[src/rtl/fpmul_bus_master.sv]
// Bus initiator for the memory-mapped FP multiplier: writes A, B and go, polls done,
// reads the product, clears go and hands the result back on a valid/ready port.
module fpmul_bus_master #(
  parameter int WIDTH   = 32,
  parameter int TIMEOUT = 255
) (
  input  logic             clk,
  input  logic             rst,
  input  logic             req_valid,
  output logic             req_ready,
  input  logic [WIDTH-1:0] req_a,
  input  logic [WIDTH-1:0] req_b,
  output logic             rsp_valid,
  input  logic             rsp_ready,
  output logic [WIDTH-1:0] rsp_result,
  output logic             rsp_timeout,
  output logic             bus_we,
  output logic [1:0]       bus_addr,
  output logic [WIDTH-1:0] bus_wd,
  input  logic [WIDTH-1:0] bus_rd,
  output logic             busy
);

  localparam int CW = $clog2(TIMEOUT + 1);

  typedef enum logic [2:0] {
    ST_IDLE   = 3'd0,
    ST_WR_A   = 3'd1,
    ST_WR_B   = 3'd2,
    ST_WR_GO  = 3'd3,
    ST_POLL   = 3'd4,
    ST_RD_RES = 3'd5,
    ST_CLR_GO = 3'd6,
    ST_RESP   = 3'd7
  } state_t;

  state_t           state_r, state_s;
  logic [WIDTH-1:0] op_a_r, op_a_s;
  logic [WIDTH-1:0] op_b_r, op_b_s;
  logic [WIDTH-1:0] result_r, result_s;
  logic [CW-1:0]    cnt_r, cnt_s, cnt_inc_s;
  logic             timeout_r, timeout_s;

  logic             req_ready_r, busy_r, rsp_valid_r, bus_we_r;
  logic [1:0]       bus_addr_r;
  logic [WIDTH-1:0] bus_wd_r;
  logic             bus_we_s;
  logic [1:0]       bus_addr_s;
  logic [WIDTH-1:0] bus_wd_s;

  // Next-state and datapath update logic.
  always_comb begin
    state_s   = state_r;
    op_a_s    = op_a_r;
    op_b_s    = op_b_r;
    result_s  = result_r;
    cnt_s     = cnt_r;
    timeout_s = timeout_r;
    cnt_inc_s = cnt_r + CW'(1);
    case (state_r)
      ST_IDLE: begin
        if (req_valid && req_ready_r) begin
          op_a_s    = req_a;
          op_b_s    = req_b;
          cnt_s     = {CW{1'b0}};
          timeout_s = 1'b0;
          state_s   = ST_WR_A;
        end else begin
          state_s = ST_IDLE;
        end
      end
      ST_WR_A:  state_s = ST_WR_B;
      ST_WR_B:  state_s = ST_WR_GO;
      ST_WR_GO: state_s = ST_POLL;
      ST_POLL: begin
        // Done takes priority over reaching the poll limit in the same sample.
        if (bus_rd[1]) begin
          state_s = ST_RD_RES;
        end else begin
          cnt_s = cnt_inc_s;
          if (cnt_inc_s == CW'(TIMEOUT)) begin
            timeout_s = 1'b1;
            result_s  = {WIDTH{1'b0}};
            state_s   = ST_CLR_GO;
          end else begin
            state_s = ST_POLL;
          end
        end
      end
      ST_RD_RES: begin
        result_s = bus_rd;
        state_s  = ST_CLR_GO;
      end
      ST_CLR_GO: state_s = ST_RESP;
      ST_RESP: begin
        if (rsp_ready) begin
          state_s = ST_IDLE;
        end else begin
          state_s = ST_RESP;
        end
      end
      default: state_s = ST_IDLE;
    endcase
  end

  // Bus decode of the upcoming state, so the registered bus outputs track the state register.
  always_comb begin
    bus_we_s   = 1'b0;
    bus_addr_s = 2'd0;
    bus_wd_s   = {WIDTH{1'b0}};
    case (state_s)
      ST_WR_A: begin
        bus_we_s = 1'b1;
        bus_wd_s = op_a_s;
      end
      ST_WR_B: begin
        bus_we_s   = 1'b1;
        bus_addr_s = 2'd1;
        bus_wd_s   = op_b_s;
      end
      ST_WR_GO: begin
        bus_we_s   = 1'b1;
        bus_addr_s = 2'd2;
        bus_wd_s   = {{(WIDTH-1){1'b0}}, 1'b1};
      end
      ST_POLL:   bus_addr_s = 2'd2;
      ST_RD_RES: bus_addr_s = 2'd3;
      ST_CLR_GO: begin
        bus_we_s   = 1'b1;
        bus_addr_s = 2'd2;
      end
      default: begin
        bus_we_s   = 1'b0;
        bus_addr_s = 2'd0;
        bus_wd_s   = {WIDTH{1'b0}};
      end
    endcase
  end

  // State, datapath and registered output flops.
  always_ff @(posedge clk or negedge rst) begin
    if (!rst) begin
      state_r     <= ST_IDLE;
      op_a_r      <= {WIDTH{1'b0}};
      op_b_r      <= {WIDTH{1'b0}};
      result_r    <= {WIDTH{1'b0}};
      cnt_r       <= {CW{1'b0}};
      timeout_r   <= 1'b0;
      req_ready_r <= 1'b1;
      busy_r      <= 1'b0;
      rsp_valid_r <= 1'b0;
      bus_we_r    <= 1'b0;
      bus_addr_r  <= 2'd0;
      bus_wd_r    <= {WIDTH{1'b0}};
    end else begin
      state_r     <= state_s;
      op_a_r      <= op_a_s;
      op_b_r      <= op_b_s;
      result_r    <= result_s;
      cnt_r       <= cnt_s;
      timeout_r   <= timeout_s;
      req_ready_r <= (state_s == ST_IDLE);
      busy_r      <= (state_s != ST_IDLE);
      rsp_valid_r <= (state_s == ST_RESP);
      bus_we_r    <= bus_we_s;
      bus_addr_r  <= bus_addr_s;
      bus_wd_r    <= bus_wd_s;
    end
  end

  assign req_ready   = req_ready_r;
  assign busy        = busy_r;
  assign rsp_valid   = rsp_valid_r;
  assign rsp_result  = result_r;
  assign rsp_timeout = timeout_r;
  assign bus_we      = bus_we_r;
  assign bus_addr    = bus_addr_r;
  assign bus_wd      = bus_wd_r;

endmodule

[config.mk]
export PLATFORM = sky130hd
export DESIGN_NAME = fpmul_bus_master
export DESIGN_NICKNAME = d
export VERILOG_FILES = /design/src/rtl/fpmul_bus_master.sv
export SDC_FILE = /design/constraint.sdc
export NUM_CORES = 1
export LEC_CHECK = 0
export BUFFER_PORTS_ARGS = -buffer_cell sky130_fd_sc_hd__buf_4
export CORE_MARGIN = 10
export CORE_UTILIZATION = 30
export CTS_BUF_LIST = sky130_fd_sc_hd__clkbuf_2
export DETAILED_ROUTE_END_ITERATION = 10
export GPL_ROUTABILITY_DRIVEN = 0
export HOLD_SLACK_MARGIN = 0.02
export PLACE_DENSITY = 0.59
export SETUP_SLACK_MARGIN = 0.2
export SYNTH_ARGS = -nofsm -noshare
export SYNTH_HDL_FRONTEND = slang
export SYNTH_SLANG_ARGS = --single-unit
[constraint.sdc]
create_clock -name clk -period 1.97 [get_ports clk]
set_input_delay 0.197 -clock clk [delete_from_list [all_inputs] [get_ports clk]]
set_output_delay 0.197 -clock clk [all_outputs]
set_load 0.005 [all_outputs]
# Word-level counts from Yosys, hierarchy flattened
# Index checks and enable logic that the tools add are counted.
[op_classes] reduce_logical=11 eq_ne=18 bitwise=0 n_mux=22 order_cmp=0 addsub=1 mul=0 n_div=0 shifts=0
[op_table] cell="2-to-1 mux 32 bit" count=6
[op_table] cell="one-hot mux 32 bit (3 select lines)" count=1
[op_table] cell="one-hot mux 32 bit (2 select lines)" count=1
[op_table] cell="== test 3 bit, second input constant" count=8
[op_table] cell="one-hot mux 3 bit (8 select lines)" count=1
[op_table] cell="2-to-1 mux 8 bit" count=2
[op_table] cell="one-hot mux 8 bit (2 select lines)" count=1
[op_table] cell="== test 3 x 2 -> 1 bit, second input constant" count=4
[op_table] cell="adder 8 x 1 -> 8 bit, second input constant" count=1
[op_table] cell="== test 8 bit, second input constant" count=1
[op_table] cell="== test 3 x 1 -> 1 bit, second input constant" count=2
[op_table] cell="logical NOT 3 bit" count=2
[op_table] cell="!= test 2 bit, second input constant" count=3
[op_table] cell="one-hot mux 2 bit (3 select lines)" count=1
[op_table] cell="AND reduction 3 bit" count=2
[op_table] cell="2-to-1 mux 1 bit" count=5
[op_table] cell="2-to-1 mux 2 bit" count=2
[op_table] cell="AND reduction 4 bit" count=1
[op_table] cell="nonzero test 2 bit" count=2
[op_table] cell="OR reduction 4 bit" count=1
[op_table] cell="2-to-1 mux 3 bit" count=1
[op_table] cell="nonzero test 3 bit" count=1
[op_table] cell="OR reduction 3 bit" count=1
[op_table] cell="one-hot mux 1 bit (2 select lines)" count=1
[op_table] cell="logical AND 1 bit" count=1
[word_totals] ff_bits=146 out_inout_bits=71 elab_cells=64 input_bits=100 memories=0 mem_bits_ro=0 ramBits=0 latchBits=0

# Depth between registers and ports, before layout
# Gate-level depths: netlist of the first run.
[depth] word_depth=8 mapped_depth=7 ltp_nobuf=6

# Worst setup path after synthesis of the first run
# OpenSTA, ideal clock, no wires.
[synth_timing] kind="register -> register" startpoint="reg cnt_r[0]" endpoint="reg result_r[21] (netlist: rsp_result[21])" slack_ns=0.127 setup_time_ns=0.119 path_stages_with_launch=7 t_arrival_ns=1.725 period_less_slack_ns=1.843 required_time_ns=1.851 path_cell_list="dfrtp_1 > ha_1 > a21boi_0 > o221ai_1 > a2111oi_4 > buf_6 > nor2_1"
[synth_between] elab_chain_cells=4
[synth_lines] element="start: declaration" line_no="41" source="logic [CW-1:0] cnt_r, cnt_s, cnt_inc_s;"
[synth_lines] element="start signal: assignment" line_no="147" source="cnt_r <= {CW{1'b0}};"
[synth_lines] element="start signal: assignment" line_no="160" source="cnt_r <= cnt_s;"
[synth_lines] element="adder 8 x 1 -> 8 bit" line_no="59" source="cnt_inc_s = cnt_r + CW'(1);"
[synth_lines] element="== test 8 bit" line_no="81" source="if (cnt_inc_s == CW'(TIMEOUT)) begin"
[synth_lines] element="!= test 2 bit (no line)"
[synth_lines] element="AND reduction 3 bit (no line)"
[synth_lines] element="end signal: assignment" line_no="146" source="result_r <= {WIDTH{1'b0}};"
[synth_lines] element="end signal: assignment" line_no="159" source="result_r <= result_s;"
[synth_lines] element="end: declaration" line_no="40" source="logic [WIDTH-1:0] result_r, result_s;"
# No other way between the ends.
# A chain may end at the register's enable or synchronous reset.

# Final worst setup path of the first run
[layout_timing] startpoint="reg cnt_r[1]" endpoint="reg result_r[22] (netlist: rsp_result[22])"
# Same word-level chain as after synthesis.

==> results of run 1 <==
-- power by group --
part           switching (uW)  internal, uW  total, uW
combinational            1290          1640       2940
sequential                403          2960       3370
clock                     872           825       1700
-- synthesized netlist by cell type (all sizes together) (2+ instances only) --
| library cell | count |
|---|---|
| o31ai | 3 |
| xor2 | 2 |
| mux2i | 33 |
| inv | 4 |
| o21ai | 9 |
| ha | 2 |
| and3 | 3 |
| clkbuf | 9 |
| a22o | 32 |
| nor2b | 5 |
| nand3 | 5 |
| buf | 26 |
| nor2 | 38 |
| a21o | 2 |
| a31oi | 4 |
| nor3 | 4 |
| dfrtp | 114 |
| nand2 | 111 |
| nand3b | 2 |
| a21oi | 5 |
-- critical path, cell delays in order, from the launching register on --
cell and delay (ns):
sky130_fd_sc_hd__dfrtp_1 0.44, sky130_fd_sc_hd__ha_4 0.20, sky130_fd_sc_hd__xor2_1 0.30, sky130_fd_sc_hd__nand3_4 0.13
sky130_fd_sc_hd__a2111oi_4 0.30, sky130_fd_sc_hd__buf_6 0.20, sky130_fd_sc_hd__clkbuf_16 0.17, sky130_fd_sc_hd__nor2_1 0.05
-- state kept, by name, summed over array words and instances, names as in the netlist --
signal	count
bus_addr	2
bus_wd	32
bus_we	1
busy	1
cnt_r	8
op_a_r	1
op_b_r	32
req_ready	1
rsp_result	32
rsp_timeout	1
rsp_valid	1
state_r	3
-- per-layer routing --
| metal | global-route usage | vias to the layer above | wire length, um |
|---|---|---|---|
| met2 | 0.241 | 122 | 8180 |
| met1 | 0.159 | 1994 | 6220 |
| met4 | 0.0677 | 0 | 342 |
| met3 | 0.0404 | 21 | 563 |
| met5 | 0 | - | 0 |
| li1 | - | 2017 | - |
-- cells by family (layout without fill, tap and decap cells) --
logic type	after synthesis	after routing
simple gates	177	177
flops	115	115
compound gates	61	61
buf+inv	39	334
mux	33	33
xor+xnor	3	3
fa+ha+maj	2	2
other cells	0	7
-- what timing repair did --
item,CTS,global route
buffers inserted,4,8
endpoints found under the hold margin,225,0
hold buffers,101,0
resized for setup,9,39
pin swaps,2,9
setup endpoints to repair,38,39
cloned,1,2
-- cell type report --
class | count | share of cell area
repair buffers | 300 | 0.336
multi-input cells | 276 | 0.227
well taps | 211 | 0.0335
clock inverters | 11 | 0.0205
inverters | 4 | 0.00222
diodes | 7 | 0.00222
clock buffers | 19 | 0.0121
flip-flops and latches | 115 | 0.366
-- path summary, 6_finish.rpt --
path,endpoint,start
setup reg to reg,rsp_result[22],cnt_r[1]
min in group asynchronous,cnt_r[3],rst
max in group asynchronous,req_ready,rst
hold reg to reg,op_b_r[30],op_b_r[30]
setup / recovery,rsp_result[22],cnt_r[1]
hold / removal,op_b_r[0],req_b[0]
-- through the flow --
step                      total power, uW   util  cells  worst slack (ns)
after floorplan                      4470      -    430             0.224
after global placement               5720  0.409    790             0.212
after detailed placement             5800  0.409    790             0.133
after CTS                            7740  0.498    926             0.156
after global routing                 8540  0.515    943            0.0531
final                                8000  0.515    943             0.123
==> results, run 1 <==
- Setup repair after global routing could not meet its margin everywhere.
- In this run the worst path has a maximum fanout of 8.
- Dividing the detail-routed wire length by the instance count gives 16.2 um.
- The starting density of the core is 0.308.
- The transition time at the pin with the least slew margin is 0.449 ns.
- The share of synthesized area spent on multiplexers is 0.0701.
- The most frequently used flop master after synthesis is sky130_fd_sc_hd__dfrtp_1.
- The setup check on the worst reg-to-reg path leaves a slack of 0.12 ns.
- Entering global routing, the biggest net connects 47 pins.
- Measured in cells, the most critical reg-to-reg path has a length of 7.
- Of the total synthesized cell area, the portion taken by XOR and XNOR cells is 0.00558.
- The leading area contributor after synthesis is sky130_fd_sc_hd__dfrtp_1.
- The clock root buffer master is sky130_fd_sc_hd__clkbuf_2.
- The worst setup path is launched from a register.
- The run finished with clean final reports.
- With fillers left out, the area of the finished cells amounts to 7880 um2.
- The net count of the finished layout is 816.
- The first detailed-routing pass ran for 6 iterations.
- The achievable clock frequency is 541 MHz.
- The clock drives 115 sinks.
- The maximum buffer depth of the clock tree is 2.
- The final count of negative-setup-slack endpoints is 0.
- The worst hold path passes through 4 cells.
- Data on the critical path is required at its endpoint by 2.54 ns.
- The clock-pin transition on the worst setup and hold timing paths is 0.16 ns.
- In this run the vertical extent of the chip is 145 um.
- The total of max-cap violations is 0.
- Of the total synthesized cell area, the portion taken by full adders, half adders and majority gates is 0.00531.
- Relative to the synthesized area, the layout overhead comes to 67.3%.
- The most common cell after layout, fill and taps aside is sky130_fd_sc_hd__buf_4.
- The count of cell types in the netlist is 41.
- The cell row count is 45.
- The path class of the tightest hold or removal check is primary input to register.
- The detailed router finished its first iteration with 181 violations.
- Input and output buffers added on the ports amount to 170.
- In this run, synthesis produced a sequential element count of 115.
- The cell area after technology mapping is 4710 um2.
- The number of levels in the clock H-tree is 4.
- After detailed placement, the total cell area comes to 6260 um2.
- The worst setup path is captured at a register.
- The core area is 15,300 um2.
- For this block, the routed nets add up to 15.3 mm of wire.
- The post-route DRC violation count is 0.
- In the routed layout, each cell is associated on average with a via count of 4.41.
- The maximum ir drop on the vdd rail is 708 uV.
- The worst hold margin is 0.253 ns.
- The top cell types in the final layout, fill and taps aside, are 187 x sky130_fd_sc_hd__buf_4, 111 x sky130_fd_sc_hd__nand2_1, 109 x sky130_fd_sc_hd__dfrtp_1.
- The die is 145 um wide.
- In this run the power density over the cells is 1020 nW/um2.
- Of the total synthesized cell area, the portion taken by AND, OR, NAND and NOR gates is 0.161.
- The post-route fraction of the period consumed by the critical path is 0.938.
- The final worst clock skew is 0.0408 ns.
- The leakage dissipation is 0.00406 uW.
- The final-report hold violation count was 0.
- The first global-routing pass estimated 23.9 mm of wire.
- For this run, the total global-route usage over all layers was measured as 0.141.
- The headroom to the max-slew limit is 0.701.
- Counting every net in the synthesized netlist gives 532.
- The final HPWL from detailed placement is 9.97 mm.
- The area taken by flip-flops and latches is 2890 um2.
- The die covers 21,100 um2.
- Clock latency on the worst-skew pair, taken at its later pin, is 0.67 ns.
- The number of nets with antenna violations after routing is 0.
- The yosys synthesis warning count is 0.
- The multi-input combinational cells in the finished layout cover a total of 1790 um2.
- The via count is 4,154.
- By area the synthesized netlist is led by sky130_fd_sc_hd__dfrtp_1 61%, sky130_fd_sc_hd__nand2_1 8.8%, sky130_fd_sc_hd__mux2i_1 7.0%.
- The fraction of synthesis flops using an asynchronous set or reset pin is 1.00.
- The overall overflow remaining after global route is 0.
- The critical path data arrival time is 2.41 ns.
- The time the final worst path needs with I/O delays and setup is 1.85 ns.
- A synthesized cell averages 11.0 um2.
- The via count of the first global-routing pass is 4,451.
- In the synthesized netlist, the number of instances is 430.
- The worst setup path is of the register to register kind.
- The top-level port count is 171.
- Yosys mapped a number of flops with a built-in enable equal to 0.
- The synthesized-area fraction occupied by ao, oa, aoi and oai cells is 0.104.
- The share of the Yosys chip area taken by registers is 0.611.
- The number of buffers inserted during clock tree synthesis is 17.
- The number of antenna violations at the first check in global routing is 7.
- After synthesis, the largest family of logic cells by area is simple AND/OR/NAND/NOR gates.
- In the final timing run, aggregate negative setup slack is 0 ns.
- The ratio of cells with drive above 1 in the final layout is 0.370.
- The number of pins exceeding their max-slew limit in the final report is 0.
- The TritonCTS clock tree is built.
- The layout filler cell count is 1,404.
- Of the post-synthesis cell area, the dominant cell type holds 0.606.
Note: power is estimated with default switching activity, not from simulation.
==> run 2: changes to the inputs <==
--- a/config.mk
+++ b/config.mk
@@ -5,6 +5,7 @@
 export SDC_FILE = /design/constraint.sdc
 export NUM_CORES = 1
 export LEC_CHECK = 0
+export ABC_AREA = 1
 export BUFFER_PORTS_ARGS = -buffer_cell sky130_fd_sc_hd__buf_4
 export CORE_MARGIN = 10
 export CORE_UTILIZATION = 30
==> results, run 2 <==
- The power density relative to cell area is 975 nW/um2.
- The count of input and output buffers is 170.
- The wire length of the first global-routing pass is 25.4 mm.
- The sink count of the clock tree is 114.
- The final wirelength is 15.7 mm.
- The total overflow left after global routing is 0.
- The iteration-0 DRC count of the detailed router is 123.
- On the final layout, the worst hold slack is 0.150 ns.
- At the worst endpoint, the required time is 2.52 ns.
- For this run, the total global-route usage over all layers was measured as 0.145.
- Setup total negative slack on the finished layout was measured at 0 ns.
- The floorplan die width is 147 um.
- The headroom to the max-slew limit is 0.704.
- The capturing element type of the critical path is a register.
- The element type at the critical path start is a register.
- Yosys mapped a number of flops with a built-in enable equal to 0.
- The core area is 15,800 um2.
- The most common cell in the synthesized netlist is sky130_fd_sc_hd__nand2_1.
- TritonCTS built the clock tree.
- The largest total area in the synthesized netlist belongs to sky130_fd_sc_hd__dfrtp_1.
- The worst min-delay path class is primary input to register.
- For this run, the top clock speed supported by timing is 567 MHz.
- By area the synthesized netlist is led by sky130_fd_sc_hd__dfrtp_1 59%, sky130_fd_sc_hd__nand2_1 15%, sky130_fd_sc_hd__nand3_2 6.2%.
- The cell row count is 46.
- The clock root buffer master is sky130_fd_sc_hd__clkbuf_2.
- The largest net degree at the start of global routing is 55.
- In the routed layout, each cell is associated on average with a via count of 4.51.
- The growth of design area from synthesis to finish is 57.5%.
- The depth of the most critical reg-to-reg path is 10.
- The starting density of the core is 0.305.
- The most frequently used flop master after synthesis is sky130_fd_sc_hd__dfrtp_1.
- The setup slack on the worst flop-to-flop path is 0.21 ns.
- The final count of negative-setup-slack endpoints is 0.
- The count of cell types in the netlist is 28.
- The transition time at the pin with the least slew margin is 0.444 ns.
- Across the run, the number of max-cap violations was 0.
- The final-report hold violation count is 0.
- The first TritonRoute pass finished after 4 iterations.
- The cell area after technology mapping is 4830 um2.
- The ratio of cells with drive above 1 in the final layout is 0.323.
- The number of pins exceeding their max-slew limit in the final report is 0.
- For this run, design rule violations remaining after detail routing come to 0.
- The worst reg2reg path startpoint is cnt_r[0].
- The total nets after synthesis is 629.
- The synthesis-stage register bit count is 114.
- The start point of the critical path is cnt_r[0].
- The share of the yosys chip area belonging to registers is 0.591.
- Dividing the synthesized area by the synthesized cell count gives 9.17 um2.
- The post-route fraction of the period consumed by the critical path is 0.895.
- The launch point of the worst hold path is req_valid.
- Counting the fill cells in the layout gives 1,447.
- The area occupied by multi-input gates is 1640 um2.
- The leakage dissipation is 0.00410 uW.
- Sorting the synthesized cells by how often they occur yields 192 x sky130_fd_sc_hd__nand2_1, 113 x sky130_fd_sc_hd__dfrtp_1, 46 x sky130_fd_sc_hd__nand3_1.
- Counting flops with an async set or reset pin after synthesis yields a share of 1.00.
- The maximum ir drop on the vdd rail is 457 uV.
- Of the post-synthesis cell area, the dominant cell type holds 0.585.
- The die is 147 um tall.
- The via count is 4,649.
- CTS built an H-tree with a depth of 4.
- On the final layout, the worst clock skew is 0.0287 ns.
- In the final routed layout, each cell accounts on average for 15.2 um.
- The via count of the first global-routing pass is 5,054.
- The number of antenna violations at the first check in global routing came to 3.
- The net count of the finished layout is 902.
- Buffers inserted during clock tree synthesis total 17.
- The maximum net fanout on the critical path is 16.
- The clock insertion delay at the later pin of the skew report is 0.66 ns.
- The yosys synthesis warning count is 0.
- Leaving out fill and tap cells, the most frequent cell in the layout is sky130_fd_sc_hd__nand2_1.
- The overall die area is 21,600 um2.
- Setup repair after global routing could not meet its margin everywhere.
- The maximum buffer depth of the clock tree is 2.
- Data on the critical path arrives at its endpoint at 2.31 ns.
- The worst hold path cell count is 4.
- Clock-pin slew was measured on the worst setup and hold paths at 0.18 ns.
- The worst path needs 1.76 ns of the cycle, external delays included.
- The final HPWL from detailed placement is 10.6 mm.
- The setup path with the least slack is of type register to register.
- The number of nets with antenna violations after routing is 0.
- The top-level port count is 171.
- Summing all flip-flop and latch instances after layout gives 2860 um2.
- The flow ran to the end, and the final reports show no timing, DRC or antenna violations.
- In the layout the commonest cells are 192 x sky130_fd_sc_hd__nand2_1, 178 x sky130_fd_sc_hd__buf_4, 112 x sky130_fd_sc_hd__dfrtp_1.
- The synthesized instance count is 527.
run 2: cell types whose count changed in the layout (fill, tap and decap cells not counted), moves of 30 or more:
cell	previous run	this run
sky130_fd_sc_hd__a22o_1	32	0
sky130_fd_sc_hd__inv_1	3	43
sky130_fd_sc_hd__mux2i_1	33	0
sky130_fd_sc_hd__nand2_1	111	192
sky130_fd_sc_hd__nand3_1	4	46
sky130_fd_sc_hd__nand3_2	0	30
run 2: worst paths after layout:
| check | endpoint |
|---|---|
| min | bus_wd[31] |
| min reg2reg | op_b_r[16] |
| max reg2reg | rsp_result[24] |
| min in group asynchronous | rsp_result[2] |
| max in group asynchronous | req_ready |
| max | rsp_result[24] |
run 2: critical path, cell delays in order, from the launching register on:
cell and delay (ns):
sky130_fd_sc_hd__dfrtp_1 0.44, sky130_fd_sc_hd__ha_2 0.22, sky130_fd_sc_hd__nand2_1 0.10, sky130_fd_sc_hd__nand2_1 0.07, sky130_fd_sc_hd__nor2_1 0.13, sky130_fd_sc_hd__nand3_1 0.12
sky130_fd_sc_hd__nor2_2 0.14, sky130_fd_sc_hd__nand2_4 0.10, sky130_fd_sc_hd__clkbuf_16 0.21, sky130_fd_sc_hd__nand3_2 0.07, sky130_fd_sc_hd__nand2_1 0.05
run 2: stage by stage:
stage                util  worst slack (ns)  instance area [um2]  std cells  total power, uW
floorplan               -             0.480                 4830        527             4720
global placement    0.402             0.321                 6360        894             5950
detailed placement  0.402             0.236                 6360        894             6050
CTS                 0.477             0.211                 7540       1024             7520
global route        0.481             0.106                 7610       1030             8010
finish              0.481             0.207                 7610       1031             7420
run 2: repair_timing:
| action | 4_1_cts | 5_1_grt |
|---|---|---|
| setup buffers | 0 | 2 |
| endpoints found under the hold margin | 223 | 0 |
| cloned | 0 | 1 |
| endpoints found under the setup margin | 2 | 35 |
| gates resized for setup | 1 | 5 |
| hold buffers | 100 | 0 |
run 2: layout make-up:
type,instances,area share
sequential,114,0.375
timing repair buffer,284,0.326
multi-input combinational,334,0.215
tap,216,0.0355
inverter,49,0.0245
clock buffer,21,0.0138
clock inverter,9,0.00888
antenna,4,0.00132
run 2: report_power, final:
| group | switching (uW) | internal, uW |
|---|---|---|
| Sequential | 420 | 2960 |
| Clock | 831 | 438 |
| Combinational | 1470 | 1300 |
run 2: logic make-up after synthesis:
kind of cell,share of synthesized area
AOI/OAI and AO/OA,0.0464
buffers and inverters,0.0723
and+or+nand+nor,0.285
adders and majority gates,0.00518
DFF,0.591
run 2: layer usage:
metal  track usage  vias up  wire, um
met5             0        -         0
met4        0.0709        0       432
met3        0.0436       36       739
met2         0.251      145      8240
met1         0.159     2257      6290
li1              -     2211         -
==> run 3: changes to the inputs <==
--- a/config.mk
+++ b/config.mk
@@ -10,6 +10,7 @@
 export CORE_MARGIN = 10
 export CORE_UTILIZATION = 30
 export CTS_BUF_LIST = sky130_fd_sc_hd__clkbuf_2
+export CTS_CLUSTER_SIZE = 14
 export DETAILED_ROUTE_END_ITERATION = 10
 export GPL_ROUTABILITY_DRIVEN = 0
 export HOLD_SLACK_MARGIN = 0.02
==> constraint.sdc (replaced) <==
create_clock -name clk -period 1.97 [get_ports clk]
set_input_delay 0.0985 -clock clk [delete_from_list [all_inputs] [get_ports clk]]
set_output_delay 0.0985 -clock clk [all_outputs]
set_load 0.005 [all_outputs]
==> results, run 3 (synthesis gave the netlist of run 2 again) <==
- The flow ran to the end, and the final reports show no timing, DRC or antenna violations.
- The share of total power dissipated in combinational logic is 0.360.
- The element type at the critical path start is a register.
- The count of input and output buffers is 170.
- The sum of internal, switching and leakage power is 7680 uW.
- The clock arrives with 0.0283 ns of skew.
- The number of pins exceeding their max-slew limit in the final report is 0.
- For the worst setup path, the data arrival time is 2.21 ns.
- The first global-routing pass estimated 25.4 mm of wire.
- The critical path goes through ha_2, nand3_1, o21bai_1, nand3_1, nor2_2, nand2_4, clkbuf_16, nand3_2, nand2_1.
- For the finished layout, the period the worst path requires is 1.66 ns.
- The worst hold path cell count is 4.
- The top-level port count is 171.
- The critical path crosses 9 cells after its start point.
- The endpoint required time on the critical path is 2.52 ns.
- The highest cell delay on the worst timing path is 0.42 ns.
- Leaving out fill and tap cells, the most frequent cells in the layout are 192 x sky130_fd_sc_hd__nand2_1, 176 x sky130_fd_sc_hd__buf_4, 113 x sky130_fd_sc_hd__dfrtp_1.
- The maximum buffer depth of the clock tree is 2.
- The number of buffer and inverter instances along the worst setup path is 1.
- Of the total power, registers draw 0.438.
- Derived from the worst setup path, the maximum achievable clock frequency is 602 MHz.
- The area growth from synthesis to layout is 57.8%.
- Detailed routing inserted a total of 4,564 vias.
- The worst setup path is captured at a register.
- The final worst-path setup slack is 0.310 ns.
- The design internal power is 4950 uW.
- The global-route layer with the greatest usage is met2.
- Counting tap cells, the placed design contains a total of 892 instances.
- The worst hold path belongs to the class primary input to register.
- Adding up every negative setup slack in the final design gives 0 ns.
- The classification of the worst setup path is register to register.
- The iteration-0 DRC count of the detailed router is 194.
- The library cell used most frequently in the layout, excluding fill and tap cells, is sky130_fd_sc_hd__nand2_1.
- Excluding fillers, the count of instances in the completed layout stands at 1,029.
- The most numerous cell type found on the critical path is sky130_fd_sc_hd__nand3_1.
- The via count of the first global-routing pass came to 4,926.
- The maximum net fanout on the critical path is 16.
- At the later pin of the worst-skew pair, clock insertion delay measures 0.67 ns.
- The transition time at the pin with the least slew margin is 0.455 ns.
- Fill cells in the final layout number 1,446.
- The core area is 15,800 um2.
- The sink count of the clock tree is 114.
- For this run, global-route usage on met3 was measured as 0.0455.
- The total iterations of the first detailed-routing run is 4.
- CTS built an H-tree with a depth of 4.
- The clock-pin transition on the worst setup and hold timing paths is 0.15 ns.
- The power density relative to cell area is 1010 nW/um2.
- The number of buffers inserted during clock tree synthesis is 17.
- The final-report hold violation count is 0.
- Measured against its own limit, the worst slew margin works out to 0.697.
- The clock network fraction of design power is 0.201.
- Of the total power, the share spent switching nets is 0.355.
- The final count of negative-setup-slack endpoints is 0.
- The clock root buffer master is sky130_fd_sc_hd__clkbuf_2.
- OpenSTA, run right after detailed placement, puts the worst setup slack at 0.270 ns.
- The cell row count is 46.
- After detailed routing, the number of vias per cell comes to 4.44.
- Setup slack on the worst reg-to-reg path comes out at 0.31 ns.
- The final wirelength is 15.7 mm.
- The final layout contains 900 nets.
- Setup repair after global routing could not meet its margin everywhere.
- Across the VDD grid, the largest voltage drop is 490 uV.
- The die is 147 um tall.
- The overall overflow remaining after global route is 0.
- In this run the horizontal extent of the chip is 147 um.
- The cell type of the slowest stage on the worst timing path is sky130_fd_sc_hd__dfrtp_1.
- The initial utilization of the core area, before any placement, comes to 0.305.
- The worst hold margin is 0.177 ns.
- In the global route stage, met2 resource usage came out at 0.257.
- In the final routed layout, each cell accounts on average for 15.3 um.
- The post-route fraction of the period consumed by the critical path is 0.843.
- The family of cells with the greatest summed delay on the critical path is simple AND/OR/NAND/NOR gates.
- TritonCTS built the clock tree.
- The met1 usage is 0.157.
- The worst register-to-register path has a depth of 9.
- The total of max-cap violations is 0.
- The floorplan step defined a die boundary enclosing 21,600 um2.
- The number of nets with antenna violations after routing is 0.
- Summed over all cells, the static leakage comes to 0.00411 uW.
- The post-route DRC violation count is 0.
- For this run, the total global-route usage over all layers was measured as 0.145.
- Entering global routing, the biggest net connects 86 pins.
- The analysis attributes to net switching a power of 2730 uW.
- In the final layout, the share of cells above drive strength 1 is 0.317.
- The number of antenna violations at the first check in global routing is 3.
- The final HPWL from detailed placement is 10.5 mm.
run 3: power groups by stage:
stage,clock [uW],sequential [uW],combinational [uW]
after global placement,0,3410,2540
after detailed placement,0,3410,2620
after global routing,1710,3430,3110
after floorplan,0,3380,1350
final,1550,3370,2770
after CTS,1620,3360,2790
run 3: repair_timing:
item                                   4_1_cts  5_1_grt
setup buffers                                0        1
endpoints found under the hold margin      226        0
resized for setup                            0        4
hold buffers                               101        0
setup endpoints to repair                    0       34
run 3: path summary, 6_finish.rpt:
check | startpoint | to
max | cnt_r[1] | rsp_result[29]
max reg2reg | cnt_r[1] | rsp_result[29]
min | bus_rd[17] | rsp_result[17]
max in group asynchronous | rst | req_ready
min in group asynchronous | rst | bus_wd[11]
min reg2reg | op_b_r[17] | op_b_r[17]
run 3: tightest hold or removal path, stage by stage:
cell and delay, ns:
sky130_fd_sc_hd__dlygate4sd3_1 0.52, sky130_fd_sc_hd__buf_4 0.10, sky130_fd_sc_hd__nand2_1 0.04, sky130_fd_sc_hd__nand2_1 0.05
run 3: final cells by class:
class,instances,area [um2],area share
Inverter,49,186,0.0245
Timing Repair Buffer,282,2450,0.321
Sequential cell,114,2850,0.374
Clock inverter,9,114,0.0149
Antenna cell,3,7.51,0.000985
Multi-Input combinational cell,334,1630,0.214
Tap cell,216,270,0.0355
Clock buffer,22,110,0.0144
run 3: routing by layer:
| layer | vias up | wire, um |
|---|---|---|
| li1 | 2196 | - |
| met1 | 2218 | 6120 |
| met2 | 126 | 8470 |
| met3 | 24 | 810 |
| met4 | 0 | 321 |
| met5 | - | 0 |
run 3: per-stage QoR:
step | utilization | instance area (um2)
after CTS | 0.479 | 7570
after detailed placement | 0.400 | 6330
after floorplan | - | 4830
after global routing | 0.482 | 7620
after global placement | 0.400 | 6330
final | 0.482 | 7620
